File: config.mk
export PLATFORM = sky130hd
export DESIGN_NAME = fifo_burst_drain
export DESIGN_NICKNAME = d
export VERILOG_FILES = /design/src/rtl/fifo_burst_drain.sv
export SDC_FILE = /design/constraint.sdc
export NUM_CORES = 1
export LEC_CHECK = 0
export CAP_MARGIN = 20
export CELL_PAD_IN_SITES_DETAIL_PLACEMENT = 0
export CELL_PAD_IN_SITES_GLOBAL_PLACEMENT = 2
export CORE_MARGIN = 10
export CORE_UTILIZATION = 30
export CTS_CLUSTER_DIAMETER = 150
export DETAILED_ROUTE_END_ITERATION = 10
export GPL_TIMING_DRIVEN = 0
export PLACE_DENSITY = 0.82
export SLEW_MARGIN = 0
export SYNTH_ARGS = -nofsm -noshare
export SYNTH_HDL_FRONTEND = slang
export SYNTH_SLANG_ARGS = --single-unit
File: constraint.sdc
create_clock -name clock -period 2.3 [get_ports clock]
set_clock_uncertainty 0.15 [all_clocks]
set_input_delay 0.345 -clock clock [delete_from_list [all_inputs] [get_ports clock]]
set_output_delay 0.345 -clock clock [all_outputs]
set_load 0.03 [all_outputs]
File: src/rtl/fifo_burst_drain.sv
// Read-side burst controller for a 16x16 synchronous FIFO: issues read bursts,
// captures the registered FIFO output and delivers it on a valid/ready stream via a 2-entry skid buffer.
module fifo_burst_drain #(
  parameter int WIDTH     = 16,
  parameter int BURST_LEN = 8
) (
  input  logic             clock,
  input  logic             reset,
  input  logic             fifo_empty,
  input  logic             fifo_half,
  input  logic [WIDTH-1:0] fifo_data,
  output logic             fifo_read,
  input  logic             flush,
  output logic [WIDTH-1:0] dout,
  output logic             dout_valid,
  input  logic             dout_ready,
  output logic             busy,
  output logic             burst_done,
  output logic [15:0]      words_read
);

  typedef enum logic [1:0] {IDLE, BURST, WAIT} state_t;

  localparam logic [3:0] BURST_MAX = 4'(BURST_LEN);

  state_t           state_reg, state_next;
  logic [3:0]       bcnt_reg, bcnt_next;
  logic             inflight_reg;
  logic [1:0]       occ_reg, occ_next;
  logic [WIDTH-1:0] skid_reg  [2];
  logic [WIDTH-1:0] skid_next [2];
  logic [15:0]      words_read_reg;

  logic       pop;
  logic       push;
  logic [1:0] credit_sum;
  logic       credit_ok;
  logic [1:0] wr_idx;

  assign pop  = (occ_reg != 2'd0) & dout_ready;
  assign push = inflight_reg;

  // Occupancy is taken after this cycle's transfer so that a word leaving
  // frees its slot immediately; this sustains one read per cycle while ready.
  assign credit_sum = (occ_reg - {1'b0, pop}) + {1'b0, inflight_reg};
  assign credit_ok  = (credit_sum < 2'd2);

  always_comb begin
    state_next = state_reg;
    bcnt_next  = bcnt_reg;
    fifo_read  = 1'b0;
    burst_done = 1'b0;
    case (state_reg)
      IDLE: begin
        if ((fifo_half | flush) & !fifo_empty) begin
          state_next = BURST;
          bcnt_next  = 4'd0;
        end
      end
      BURST: begin
        fifo_read = !fifo_empty & (bcnt_reg < BURST_MAX) & credit_ok;
        if (fifo_read)
          bcnt_next = bcnt_reg + 4'd1;
        if ((bcnt_reg == BURST_MAX) || (fifo_empty && !fifo_read))
          state_next = WAIT;
      end
      WAIT: begin
        if (!inflight_reg) begin
          burst_done = 1'b1;
          state_next = IDLE;
        end
      end
      default: state_next = IDLE;
    endcase
    if (reset) begin
      fifo_read  = 1'b0;
      burst_done = 1'b0;
    end
  end

  // Skid buffer: entry 0 is the head; a captured word lands behind any
  // word that stays, so FIFO order is preserved on simultaneous push/pop.
  always_comb begin
    skid_next[0] = skid_reg[0];
    skid_next[1] = skid_reg[1];
    wr_idx       = occ_reg - {1'b0, pop};
    if (pop)
      skid_next[0] = skid_reg[1];
    if (push)
      skid_next[wr_idx[0]] = fifo_data;
    occ_next = occ_reg + {1'b0, push} - {1'b0, pop};
  end

  genvar gi;
  generate
    for (gi = 0; gi < 2; gi++) begin : g_skid
      always_ff @(posedge clock) begin
        if (reset)
          skid_reg[gi] <= '0;
        else
          skid_reg[gi] <= skid_next[gi];
      end
    end
  endgenerate

  always_ff @(posedge clock) begin
    if (reset) begin
      state_reg      <= IDLE;
      bcnt_reg       <= 4'd0;
      inflight_reg   <= 1'b0;
      occ_reg        <= 2'd0;
      words_read_reg <= 16'd0;
    end else begin
      state_reg      <= state_next;
      bcnt_reg       <= bcnt_next;
      inflight_reg   <= fifo_read;
      occ_reg        <= occ_next;
      words_read_reg <= words_read_reg + {15'd0, pop};
    end
  end

  assign dout       = skid_reg[0];
  assign dout_valid = (occ_reg != 2'd0);
  assign busy       = (state_reg != IDLE);
  assign words_read = words_read_reg;

endmodule

==> reports/summary.txt <==
Clock network fraction of total power - 0.473
Relative slew slack - 0.597
Final setup margin - -0.172 ns
CP endpoint kind - output pin
Detail Route Antenna Nets - 0
Status - complete, but fails checks
Peak VDD IR - 0.252 mV
Post-Place Setup Slack - -1.37 ns
CTS tree - yes
Hold Crit Class - flop to flop
Input/output buffers - 57
# setup viols final - 1
Yosys top cell area share - 0.454
GRT overflow - 0
Failing checks - negative setup slack
Mapped Area - 2510 um2
Post-synth top flop - dfxtp_1
Element type at the critical path start - flop
Least-Margin Pin Slew - 0.605 ns
Arrival time worst endpoint - 1.98 ns
Initial DRC Count - 77
Synth Net Count - 283
Seq cells post-synth - 57
Hold depth - 2
Pint - 1750 uW
Drt drc - 0
Final hold vios - 0
Syn. warnings - 0
Slew Limit Fails - 0
Core area - 8180 um2
Depth of the worst register-to-register path - 11
Placer congestion estimate - 0.713
Max Fclk - 405 MHz
Tot GR Track Use - 0.103
Post-synthesis sequential area ratio - 0.454
Die Ht - 112 um
Reg2reg end - words_read[12]$_SDFF_PP0_
CTS buffer count - 9
Synth Instances - 256
Final period util - 1.07
Skew-Pair Late Insertion Delay - 0.33 ns
Number of flops mapped to enable cells by yosys - 0
Top cells by instance count after synthesis - dfxtp_1 (57), nor2_1 (47), mux2i_1 (32), a211oi_1 (11), xnor2_1 (10)
WL final - 6480 um
RSZ-0062 raised after global routing - true
Die X - 112 um
Dpl hpwl - 4580 um
Synth async-reset ratio - 0
Vias - 2038
Hold-fix buffers, CTS - 0
CP Max Fanout - 4
Hold_ws - 0.344 ns
Cell area power density - 634 nW/um2
Global-route wire length before repair - 10700 um
Max-cap violations - 0
Leakage - 0.00134 uW
Distinct cells, synth - 42
Sw Ratio - 0.227
Syn_area_per_cell - 9.82 um2
Clock root buffer master - clkbuf_8
Drt pass-1 iters - 4
Initial antenna violation count - 0
Most common cell in the netlist - dfxtp_1
Worst Path Required - 1.80 ns
Vias in the first global route - 2120
Avg WL per Cell - 14.8 um
H-tree level count - 3
Worst reg2reg path startpoint - occ_reg[1]$_SDFF_PP0_
Sequential power share - 0.446
Clock sinks - 57
# diodes - 0
Synthesis-to-layout area growth - 42.3%
Vias per cell - 4.65
Ranking of synthesized cells by area - dfxtp_1 (45%), mux2i_1 (13%), nor2_1 (7.0%), xnor2_1 (3.5%), a211oi_1 (3.3%)
Die area - 12400 um2
IO Pins - 58
Sw Pwr - 516 uW
CTS clk-pin slew, worst paths - 0.07 ns
Total Neg Setup Slack - -0.172 ns
FP Rows - 33
Area leader, netlist - dfxtp_1
Largest net degree at the start of global routing - 11
Tmin final - 2.47 ns
Flop-to-flop setup slack - 0.12 ns
CTS max path bufs - 2
Core Util, Final - 0.438
Nets - 355
Fraction of layout cells with a size suffix above 1 - 0.168
Comb pwr share - 0.082
Setup Crit Path Kind - flop to output pin
Starting density of the core - 0.307
[logic make-up (layout without fill, tap and decap cells)]
family / Yosys count / in the layout / share of synthesized area
and+or+nand+nor: 91 / 91 / 0.179
DFF: 57 / 57 / 0.454
adders and majority gates: 5 / 5 / 0.0249
xor gates and xnor gates: 13 / 13 / 0.0453
buffers and inverters: 22 / 99 / 0.0458
muxes: 32 / 32 / 0.127
AOI/OAI and AO/OA: 36 / 36 / 0.123
[per-stage QoR]
step / area (um2) / cells / power, uW
after global routing: 3580 / 438 / 2350
after CTS: 3530 / 438 / 2300
after detailed placement: 3230 / 418 / 1210
final: 3580 / 438 / 2270
after global placement: 3230 / 418 / 1210
after floorplan: 2520 / 256 / 1120
[timing repair]
| item | 4_1_cts | 5_1_grt |
|---|---|---|
| endpoints found under the setup margin | 11 | 7 |
| resized for setup | 24 | 13 |
| pin swaps | 2 | 4 |
| buffers inserted | 4 | 1 |
[worst max-delay path: stages, from the launching register on]
cell	delay [ns]
dfxtp_4	0.35
nand2b_4	0.15
o21ai_4	0.14
ha_4	0.18
nor2b_4	0.06
a2111o_1	0.47
nor3_4	0.15
buf_6	0.15
[per-layer routing]
| metal | track usage | vias to the layer above | wire (um) |
|---|---|---|---|
| li1 | - | 1033 | - |
| met1 | 0.121 | 961 | 3010 |
| met2 | 0.164 | 40 | 3010 |
| met3 | 0.0494 | 4 | 416 |
| met4 | 0.0308 | 0 | 50 |
| met5 | 0 | - | 0 |
[placed cells by master, fill, tap and decap left out, drive strengths merged, types with 3 or more instances in the layout]
cell type	netlist	final
a211oi	16	16
a21oi	7	7
buf	9	14
clkbuf	4	16
clkdlybuf4s50	0	54
dfxtp	57	57
ha	5	5
inv	9	9
mux2i	32	32
nand2	5	5
nand2b	4	4
nand3	9	9
nand4	3	3
nor2	47	47
nor2b	4	4
nor3	9	9
nor4	3	3
o21ai	4	4
xnor2	10	10
xor2	3	3
[area by class of cell]
cell class / instances / area [um2]
sequential: 57 / 1150
multi-input combinational: 177 / 1360
buffer: 12 / 75.1
fill: 812 / 4600
clock buffer: 11 / 151
inverter: 9 / 33.8
clock inverter: 5 / 77.6
tap: 105 / 131
timing repair buffer: 62 / 606
[worst max path at each step]
stage,startpoint,end,slack [ns]
floorplan,occ_reg[0]$_SDFF_PP0_,fifo_read,0.003
global placement,dout_ready,fifo_read,-1.38
detailed placement,dout_ready,fifo_read,-1.37
CTS,occ_reg[0]$_SDFF_PP0_,fifo_read,-0.26
global route,occ_reg[0]$_SDFF_PP0_,fifo_read,-0.26
finish,occ_reg[0]$_SDFF_PP0_,fifo_read,-0.17
[power by group through the flow]
stage,combinational [uW],clock (uW),sequential [uW]
finish,185,1070,1010
global route,201,1140,1010
CTS,186,1100,1010
detailed placement,181,0,1030
global placement,181,0,1030
floorplan,71.2,0,1050
Note: power is estimated with default switching activity, not from simulation.
